$ cat src/rtl/hazard_if.sv
// hazard_if: pipeline-to-hazard-unit signal bundle; master is the pipeline, slave is the hazard unit.
interface hazard_if #(
  parameter int AW = 5,
  parameter int TW = 2,
  parameter int CNT_W = 16
);
  logic [TW-1:0] Tuse_rs, Tuse_rt, E_Tnew, M_Tnew;
  logic E_RegWrite, M_RegWrite, W_RegWrite;
  logic [AW-1:0] D_A1, D_A2, E_A1, E_A2, E_A3, M_A2, M_A3, W_A3;
  logic D_md_use, E_md_start, E_md_op, stall_cnt_clr;
  logic stall, md_busy, DM_Fwd;
  logic [1:0] cmp1_Fwd, cmp2_Fwd, ALUa_Fwd, ALUb_Fwd;
  logic [CNT_W-1:0] stall_cnt;
  modport master (
    output Tuse_rs, Tuse_rt, E_Tnew, M_Tnew, E_RegWrite, M_RegWrite, W_RegWrite,
           D_A1, D_A2, E_A1, E_A2, E_A3, M_A2, M_A3, W_A3,
           D_md_use, E_md_start, E_md_op, stall_cnt_clr,
    input  stall, md_busy, cmp1_Fwd, cmp2_Fwd, ALUa_Fwd, ALUb_Fwd, DM_Fwd, stall_cnt
  );
  modport slave (
    input  Tuse_rs, Tuse_rt, E_Tnew, M_Tnew, E_RegWrite, M_RegWrite, W_RegWrite,
           D_A1, D_A2, E_A1, E_A2, E_A3, M_A2, M_A3, W_A3,
           D_md_use, E_md_start, E_md_op, stall_cnt_clr,
    output stall, md_busy, cmp1_Fwd, cmp2_Fwd, ALUa_Fwd, ALUb_Fwd, DM_Fwd, stall_cnt
  );
endinterface

$ cat src/rtl/hazard_unit_md.sv
// hazard_unit_md: Tuse/Tnew stall and forwarding control, mult/div busy tracking, saturating stall counter.
module hazard_unit_md #(
  parameter int AW = 5,
  parameter int TW = 2,
  parameter int MULT_CYCLES = 5,
  parameter int DIV_CYCLES = 10,
  parameter int CNT_W = 16
) (
  input logic clk,
  input logic rst_n,
  hazard_if.slave h
);
  localparam int MAXC = MULT_CYCLES > DIV_CYCLES ? MULT_CYCLES : DIV_CYCLES;
  localparam int MW = $clog2(MAXC + 1);
  logic [MW-1:0] md_cnt_q, md_cnt_d;
  logic [CNT_W-1:0] stall_cnt_q, stall_cnt_d;
  logic stall_rs, stall_rt, md_busy, stall, dm;
  logic [1:0] cmp1, cmp2, alua, alub;
  function automatic logic hit(input logic [AW-1:0] s, input logic [AW-1:0] d, input logic we);
    return we && s == d && s != '0;
  endfunction
  always_comb begin
    stall_rs = (hit(h.D_A1, h.E_A3, h.E_RegWrite) && h.E_Tnew > h.Tuse_rs) ||
               (hit(h.D_A1, h.M_A3, h.M_RegWrite) && h.M_Tnew > h.Tuse_rs);
    stall_rt = (hit(h.D_A2, h.E_A3, h.E_RegWrite) && h.E_Tnew > h.Tuse_rt) ||
               (hit(h.D_A2, h.M_A3, h.M_RegWrite) && h.M_Tnew > h.Tuse_rt);
    md_busy = h.E_md_start || md_cnt_q != '0;
    stall = stall_rs || stall_rt || (h.D_md_use && md_busy);
    cmp1 = (hit(h.D_A1, h.E_A3, h.E_RegWrite) && h.E_Tnew == TW'(0)) ? 2'b10 :
           (hit(h.D_A1, h.M_A3, h.M_RegWrite) && h.M_Tnew == TW'(0)) ? 2'b01 : 2'b00;
    cmp2 = (hit(h.D_A2, h.E_A3, h.E_RegWrite) && h.E_Tnew == TW'(0)) ? 2'b10 :
           (hit(h.D_A2, h.M_A3, h.M_RegWrite) && h.M_Tnew == TW'(0)) ? 2'b01 : 2'b00;
    alua = (hit(h.E_A1, h.M_A3, h.M_RegWrite) && h.M_Tnew == TW'(0)) ? 2'b10 :
           hit(h.E_A1, h.W_A3, h.W_RegWrite) ? 2'b01 : 2'b00;
    alub = (hit(h.E_A2, h.M_A3, h.M_RegWrite) && h.M_Tnew == TW'(0)) ? 2'b10 :
           hit(h.E_A2, h.W_A3, h.W_RegWrite) ? 2'b01 : 2'b00;
    dm = hit(h.M_A2, h.W_A3, h.W_RegWrite);
    // a new start always reloads, so a later op overrides one still in flight
    md_cnt_d = h.E_md_start ? (h.E_md_op ? MW'(DIV_CYCLES) : MW'(MULT_CYCLES)) :
               md_cnt_q != '0 ? md_cnt_q - MW'(1) : md_cnt_q;
    stall_cnt_d = h.stall_cnt_clr ? '0 :
                  (stall && stall_cnt_q != '1) ? stall_cnt_q + CNT_W'(1) : stall_cnt_q;
  end
  always_comb begin
    h.stall = rst_n && stall;
    h.md_busy = rst_n && md_busy;
    h.cmp1_Fwd = rst_n ? cmp1 : 2'b00;
    h.cmp2_Fwd = rst_n ? cmp2 : 2'b00;
    h.ALUa_Fwd = rst_n ? alua : 2'b00;
    h.ALUb_Fwd = rst_n ? alub : 2'b00;
    h.DM_Fwd = rst_n && dm;
    h.stall_cnt = stall_cnt_q;
  end
  always_ff @(posedge clk or negedge rst_n) begin
    if (!rst_n) begin
      md_cnt_q <= '0;
      stall_cnt_q <= '0;
    end else begin
      md_cnt_q <= md_cnt_d;
      stall_cnt_q <= stall_cnt_d;
    end
  end
endmodule

$ cat src/flat_wrapper.sv
// flat-port wrapper written by rule: the top's interface ports become plain ports
module hazard_unit_md_flat 
#(
  parameter int AW = 5,
  parameter int TW = 2,
  parameter int MULT_CYCLES = 5,
  parameter int DIV_CYCLES = 10,
  parameter int CNT_W = 16
)
  (clk, rst_n, h_Tuse_rs, h_Tuse_rt, h_E_Tnew, h_M_Tnew, h_E_RegWrite, h_M_RegWrite, h_W_RegWrite, h_D_A1, h_D_A2, h_E_A1, h_E_A2, h_E_A3, h_M_A2, h_M_A3, h_W_A3, h_D_md_use, h_E_md_start, h_E_md_op, h_stall_cnt_clr, h_stall, h_md_busy, h_cmp1_Fwd, h_cmp2_Fwd, h_ALUa_Fwd, h_ALUb_Fwd, h_DM_Fwd, h_stall_cnt);
  hazard_if #(.AW(AW), .TW(TW), .CNT_W(CNT_W)) h_i ();
  input logic clk;
  input logic rst_n;
  input wire logic [$bits(h_i.Tuse_rs)-1:0] h_Tuse_rs;
  input wire logic [$bits(h_i.Tuse_rt)-1:0] h_Tuse_rt;
  input wire logic [$bits(h_i.E_Tnew)-1:0] h_E_Tnew;
  input wire logic [$bits(h_i.M_Tnew)-1:0] h_M_Tnew;
  input wire logic [$bits(h_i.E_RegWrite)-1:0] h_E_RegWrite;
  input wire logic [$bits(h_i.M_RegWrite)-1:0] h_M_RegWrite;
  input wire logic [$bits(h_i.W_RegWrite)-1:0] h_W_RegWrite;
  input wire logic [$bits(h_i.D_A1)-1:0] h_D_A1;
  input wire logic [$bits(h_i.D_A2)-1:0] h_D_A2;
  input wire logic [$bits(h_i.E_A1)-1:0] h_E_A1;
  input wire logic [$bits(h_i.E_A2)-1:0] h_E_A2;
  input wire logic [$bits(h_i.E_A3)-1:0] h_E_A3;
  input wire logic [$bits(h_i.M_A2)-1:0] h_M_A2;
  input wire logic [$bits(h_i.M_A3)-1:0] h_M_A3;
  input wire logic [$bits(h_i.W_A3)-1:0] h_W_A3;
  input wire logic [$bits(h_i.D_md_use)-1:0] h_D_md_use;
  input wire logic [$bits(h_i.E_md_start)-1:0] h_E_md_start;
  input wire logic [$bits(h_i.E_md_op)-1:0] h_E_md_op;
  input wire logic [$bits(h_i.stall_cnt_clr)-1:0] h_stall_cnt_clr;
  output wire logic [$bits(h_i.stall)-1:0] h_stall;
  output wire logic [$bits(h_i.md_busy)-1:0] h_md_busy;
  output wire logic [$bits(h_i.cmp1_Fwd)-1:0] h_cmp1_Fwd;
  output wire logic [$bits(h_i.cmp2_Fwd)-1:0] h_cmp2_Fwd;
  output wire logic [$bits(h_i.ALUa_Fwd)-1:0] h_ALUa_Fwd;
  output wire logic [$bits(h_i.ALUb_Fwd)-1:0] h_ALUb_Fwd;
  output wire logic [$bits(h_i.DM_Fwd)-1:0] h_DM_Fwd;
  output wire logic [$bits(h_i.stall_cnt)-1:0] h_stall_cnt;
  assign h_i.Tuse_rs = h_Tuse_rs;
  assign h_i.Tuse_rt = h_Tuse_rt;
  assign h_i.E_Tnew = h_E_Tnew;
  assign h_i.M_Tnew = h_M_Tnew;
  assign h_i.E_RegWrite = h_E_RegWrite;
  assign h_i.M_RegWrite = h_M_RegWrite;
  assign h_i.W_RegWrite = h_W_RegWrite;
  assign h_i.D_A1 = h_D_A1;
  assign h_i.D_A2 = h_D_A2;
  assign h_i.E_A1 = h_E_A1;
  assign h_i.E_A2 = h_E_A2;
  assign h_i.E_A3 = h_E_A3;
  assign h_i.M_A2 = h_M_A2;
  assign h_i.M_A3 = h_M_A3;
  assign h_i.W_A3 = h_W_A3;
  assign h_i.D_md_use = h_D_md_use;
  assign h_i.E_md_start = h_E_md_start;
  assign h_i.E_md_op = h_E_md_op;
  assign h_i.stall_cnt_clr = h_stall_cnt_clr;
  assign h_stall = h_i.stall;
  assign h_md_busy = h_i.md_busy;
  assign h_cmp1_Fwd = h_i.cmp1_Fwd;
  assign h_cmp2_Fwd = h_i.cmp2_Fwd;
  assign h_ALUa_Fwd = h_i.ALUa_Fwd;
  assign h_ALUb_Fwd = h_i.ALUb_Fwd;
  assign h_DM_Fwd = h_i.DM_Fwd;
  assign h_stall_cnt = h_i.stall_cnt;
  hazard_unit_md #(.AW(AW), .TW(TW), .MULT_CYCLES(MULT_CYCLES), .DIV_CYCLES(DIV_CYCLES), .CNT_W(CNT_W)) u_core (.clk(clk), .rst_n(rst_n), .h(h_i));
endmodule
$ cat config.mk
export PLATFORM = sky130hd
export DESIGN_NAME = hazard_unit_md_flat
export DESIGN_NICKNAME = d
export VERILOG_FILES = /design/src/rtl/hazard_if.sv /design/src/rtl/hazard_unit_md.sv /design/src/flat_wrapper.sv
export SDC_FILE = /design/constraint.sdc
export NUM_CORES = 1
export LEC_CHECK = 0
export ABC_AREA = 1
export BUFFER_PORTS_ARGS = -buffer_cell sky130_fd_sc_hd__buf_2
export CAP_MARGIN = 20
export CORE_UTILIZATION = 52
export CTS_BUF_LIST = sky130_fd_sc_hd__clkbuf_8
export CTS_CLUSTER_DIAMETER = 100
export DETAILED_ROUTE_END_ITERATION = 16
export PLACE_DENSITY = 0.83
export SYNTH_ARGS = -nofsm -noshare
export SYNTH_HDL_FRONTEND = slang
export SYNTH_SLANG_ARGS = --single-unit
$ cat constraint.sdc
create_clock -name clk -period 2.2 [get_ports clk]
set_input_delay 0 -clock clk [delete_from_list [all_inputs] [get_ports clk]]
set_output_delay 0 -clock clk [all_outputs]
set_load 0.005 [all_outputs]
# [After elaboration in Yosys (flattened, before gate mapping)]
# Index checks and enable logic that the tools add are counted.
# W data, S select, Z words.
[word_totals] memories=0 ram_bits=0 reg_bits=20 mem_bits_ro=0 wordCells=83 out_inout_bits=27 latch_bits=0 in_bits=57
[op_classes] n_mux=17 n_shift=0 mul=0 eq_ne=10 bitwise_logic=0 n_lt_le_gt_ge=4 n_reduce_logical=48 div_mod_pow=0 add_sub_neg=2
[op_table] cell="$eq A5 B5 Y1" count=9
[op_table] cell="$logic_and A1 B1 Y1" count=33
[op_table] cell="$mux W16" count=2
[op_table] cell="$reduce_bool A5 Y1" count=5
[op_table] cell="$add A16 B1 Y16 const B" count=1
[op_table] cell="$mux W2" count=8
[op_table] cell="$ne A16 B16 Y1 const B" count=1
[op_table] cell="$mux W4" count=3
[op_table] cell="$gt A2 B2 Y1" count=4
[op_table] cell="$logic_or A1 B1 Y1" count=5
[op_table] cell="$logic_not A2 Y1" count=2
[op_table] cell="$mux W1" count=4
[op_table] cell="$reduce_bool A2 Y1" count=2
[op_table] cell="$reduce_bool A4 Y1" count=1
[op_table] cell="$sub A4 B1 Y4 const B" count=1

# [Depth between registers and ports, before layout]
[logic_depth] depth_word=10 depth_mapped=14

# [Worst setup path after synthesis]
# OpenSTA, ideal clock, no wires.
[synth_timing] kind="register -> register" from="reg u_core.stall_cnt_q[0], in the netlist u_core.h.stall_cnt[0]" to="reg u_core.stall_cnt_q[15], in the netlist u_core.h.stall_cnt[15]" stages_incl_launch_ff=12 n_path_buf=1 t_required_ps=2082 slack_ps=489 arrival_time_ps=1593 path_cell_list="dfrtp_1 > ha_1 > nand2_1 > nor2_2 > nand3_2 > nor2_2 > nand2_2 > nor2_4 > nand2_4 > buf_2 > nand4_1 > nand2_1"
[synth_via] elab_chain_cells=3 elab_cells_between_ends=6 classes_between="add/sub: 1; eq/ne: 1; mux: 2; reduce/logical: 2"
[synth_rtl] item="start: declaration" line="hazard_unit_md.sv:16" source="logic [CNT_W-1:0] stall_cnt_q, stall_cnt_d;"
[synth_rtl] item="start signal: assignment" line="hazard_unit_md.sv:60" source="stall_cnt_q <= stall_cnt_d;"
[synth_rtl] item="$add A16 B1 Y16 / $ne A16 B16 Y1 (equally long branches)" line="hazard_unit_md.sv:42" source="(stall && stall_cnt_q != '1) ? stall_cnt_q + CNT_W'(1) : stall_cnt_q;"
[synth_rtl] item="$mux W16 / $logic_and A1 B1 Y1 (equally long branches)" line="hazard_unit_md.sv:42"
[synth_rtl] item="$mux W16 / $reduce_bool A2 Y1 (equally long branches)"
# Several ways; a longest one is shown, not always the timed one. The select of a mux whose other input is x is not followed.
# A chain may end at the register's enable or synchronous reset.

# [Final worst setup path]
[layout_timing] from="reg u_core.stall_cnt_q[1], in the netlist u_core.h.stall_cnt[1]" to="reg u_core.stall_cnt_q[4], in the netlist u_core.h.stall_cnt[4]"
# Same word-level chain as after synthesis.

==> flow_summary_export.csv <==
group,metric,value,unit
cts,clock_path_buffers,2,
worst_setup_path,setup.worst_path.class,"register to register",
status,outcome,"complete, no violations",
cts,cts_buffers,3,
timing,period_needed,1962,ps
synthesis,synth_adder_area_share,5.823,%
timing,finalSetupViolCount,0,
timing,finalHoldViolations,0,
synthesis,yosys.area_share.xor_xnor,8.523,%
layout,instances_no_fill,510,
layout,antenna_cells,0,
place,dp_hpwl,5115,um
timing,fin_crit_sh,89.18,%
worst_setup_path,cp-start-kind,"register",
worst_setup_path,reg2reg_depth,11,
floorplanning,rows,24,
worst_setup_path,worstReg2RegStart,"u_core.h.stall_cnt[1]",
worst_setup_path,worstReg2RegEnd,"u_core.h.stall_cnt[4]",
floorplanning,die_h,69.42,um
floorplanning,fp.dieW,69.42,um
routing,routedWlPerCell,12.64,um
routing,final_antenna_net_count,0,
power_and_ir_drop,p_per_area,337.9,nW/um^2
worst_setup_path,cp.required,2400,ps
global_route,grt_max_degree,33,
timing,slew_headroom,40.49,%
place,post-place-ws,295.7,ps
synthesis,ys_warn_count,0,
timing,fin_skew,4.224,ps
cts,cts_tree,"done",
routing,drc,0,
worst_setup_path,slowest_stage,"dfrtp_1",
cts,root_buffer,"clkbuf_8",
layout,nets,528,
global_route,grt_usage,27.02,%
worst_setup_path,crit_cells,11,
global_route,grt_pass1_vias,2508,
layout,drive_gt1_share,23.36,%
synthesis,synth_cells,378,
layout,fill_cells,407,
floorplanning,dieArea,4819,um^2
timing,tightest_slew,891.6,ps
synthesis,ys_types,40,
global_route,grt_pass1_wl,10780,um
place,dpl.cell_count,506,
worst_setup_path,critical_path.endpoint,"u_core.h.stall_cnt[4]",
routing,drt_pass1_iterations,5,
routing,finalWirelength,6445,um
timing,slew_violations,0,
global_route,overflow,0,
routing,first_iter_violations,170,
worst_setup_path,crit_chain,"ha_1 -> nand2_1 -> nor2_4 -> nand3_2 -> nor2_2 -> nand2_2 -> nor2_4 -> nand2_4 -> nand2_4 -> nand3_1 -> nand2_1",
cts,cts.sinks,20,
worst_setup_path,cpPeakStageDelay,400,ps
synthesis,muxShareOfSynthArea,0,%
run,maxCapViolations,0,
cts,post_cts_buffers,0,
worst_setup_path,cp.arrival,2160,ps
place,io_buffer_count,83,
synthesis,syn-cell-area,2364,um^2
timing,setup_slack,238.0,ps
synthesis,ys_seq_area_share,21.18,%
cts,clk_latency,260,ps
floorplanning,start_util,54.28,%
synthesis,yosys.area_share.simple,39.97,%
worst_setup_path,crit_family,"simple AND/OR/NAND/NOR gates",
worst_setup_path,cp_num_buf_inv,0,
synthesis,ys_seq_elements,20,
synthesis,synth_compound_gate_area_share,11.28,%
timing,finalSetupTns,0,ps
min_path,min_path_type,"input port to register",
place,place_congestion,1.018,
timing,rsz0062_at_grt,"no",
power_and_ir_drop,peakVddDrop,0.3057,mV
layout,regArea,500.5,um^2
timing,max_freq,509.7,MHz
floorplanning,coreArea,4354,um^2
floorplanning,ioPinCount,84,
layout,multi_input_area,1555,um^2
power_and_ir_drop,power_leakage,1.728,nW
worst_setup_path,startpoint,"u_core.h.stall_cnt[1]",
cts,h-tree-depth,1,
synthesis,synth_nets,446,
layout,syn2layout_area_growth,21.07,%
global_route,antenna_found_initial,0,
synthesis,avgSynthCellArea,6.253,um^2
worst_setup_path,regToRegSetupSlack,240,ps
routing,via_per_inst,5.429,
worst_setup_path,worstPathMaxFanout,17,
synthesis,synth_top_family_by_area,"simple AND/OR/NAND/NOR gates",
routing,vias,2769,
worst_setup_path,end_kind,"register",
cts,clkTransAtPathRegs,70,ps
## per-layer routing
layer	track usage (%)	share of wire [%]
met1	34.65	43
met2	47.03	49
met3	2.471	6.2
met4	9.977	1.9
met5	0	0
## what timing repair did
item / 4_1_cts / 5_1_grt
endpoints found under the hold margin: 20 / 0
gates resized for setup: 0 / 1
hold buffers: 1 / 0
setup endpoints to repair: 0 / 1
## cell usage after synthesis, drive strengths merged
cell type	instances	area (um^2)
nand3	33	170.2
nor4	2	12.51
o21bai	1	7.510
and3	2	12.51
ha	11	137.6
a31o	1	8.760
o211ai	3	22.52
or4	1	7.510
xor2	12	105.1
a2111oi	1	8.760
nor3	8	51.30
inv	69	259.0
nor2	38	155.1
a211oi	2	15.01
a21o	1	7.510
a221oi	3	26.28
dfrtp	20	500.5
xnor2	11	96.34
o21ai	8	40.03
or2	1	6.260
and2	1	6.260
a21oi	14	70.07
o21a	1	7.510
clkinv	2	7.510
nand4	24	150.1
a311oi	1	8.760
nand2	92	372.9
o22ai	7	43.79
buf	8	46.30
## per-stage QoR
step / hold WS [ps] / instance area, um^2 / util (%) / total power, W
finish: 29.51 / 2861 / 65.72 / 0.0009670
detailed placement: 56.45 / 2805 / 64.43 / 0.0007299
floorplan: -295.6 / 2364 / - / 0.0005995
global route: 52.18 / 2861 / 65.72 / 0.001032
CTS: 26.83 / 2856 / 65.60 / 0.0009686
global placement: 57.20 / 2805 / 64.43 / 0.0007195
## logic make-up (layout without fill, tap and decap cells)
| logic type | count (synthesis) | count (layout) |
|---|---|---|
| compound gates | 43 | 43 |
| xor+xnor | 23 | 23 |
| fa+ha+maj | 11 | 11 |
| buf+inv | 79 | 159 |
| flops | 20 | 20 |
| simple gates | 202 | 202 |
## cell usage in the layout (no fill, tap or decap), types with 3 or more instances in the layout
cell      synthesis  layout
nor2_1           35      35
o21ai_0           7       7
nand2_4           3       3
ha_1             11      11
dfrtp_1          20      20
nand4_1          24      24
a221oi_1          3       3
buf_2             4      83
inv_2             9       9
o211ai_1          3       3
xor2_1           12      12
clkbuf_8          0       3
xnor2_1          11      11
inv_1            60      60
nor3_1            7       7
a21oi_1          14      14
o22ai_1           7       7
nand2_1          87      87
nand3_1          32      32
## flip-flops by register name, indices dropped and copies added, names as in the netlist
signal,count
u_core.md_cnt_q,4
u_core.h.stall_cnt,16
## final cells by class
cell class | instances | area share (%)
Multi-Input combinational cell | 279 | 54.35
Tap cell | 52 | 2.274
Timing Repair Buffer | 85 | 15.13
Sequential cell | 20 | 17.49
Clock buffer | 3 | 1.443
Inverter | 71 | 9.314
## worst min path at each step
stage	start	endpoint	slack [ps]	depth (start not counted)
2_1_floorplan	rst_n	u_core.h.stall_cnt[0]	-300	0
3_3_place_gp	rst_n	u_core.h.stall_cnt[6]	60	2
3_5_place_dp	rst_n	u_core.h.stall_cnt[6]	60	2
4_1_cts	h_E_md_start	u_core.md_cnt_q[2]	30	2
5_1_grt	h_E_md_start	u_core.md_cnt_q[2]	50	2
6_report	h_E_md_start	u_core.md_cnt_q[2]	30	2
## power by group
group	total [W]	switching, W	internal [W]
logic	0.000330	0.000197	0.000132
registers	0.000399	0.0000145	0.000385
clock network	0.000238	0.000116	0.000122
total	0.000967	0.000328	0.000639
Note: power is estimated with default switching activity, not from simulation.
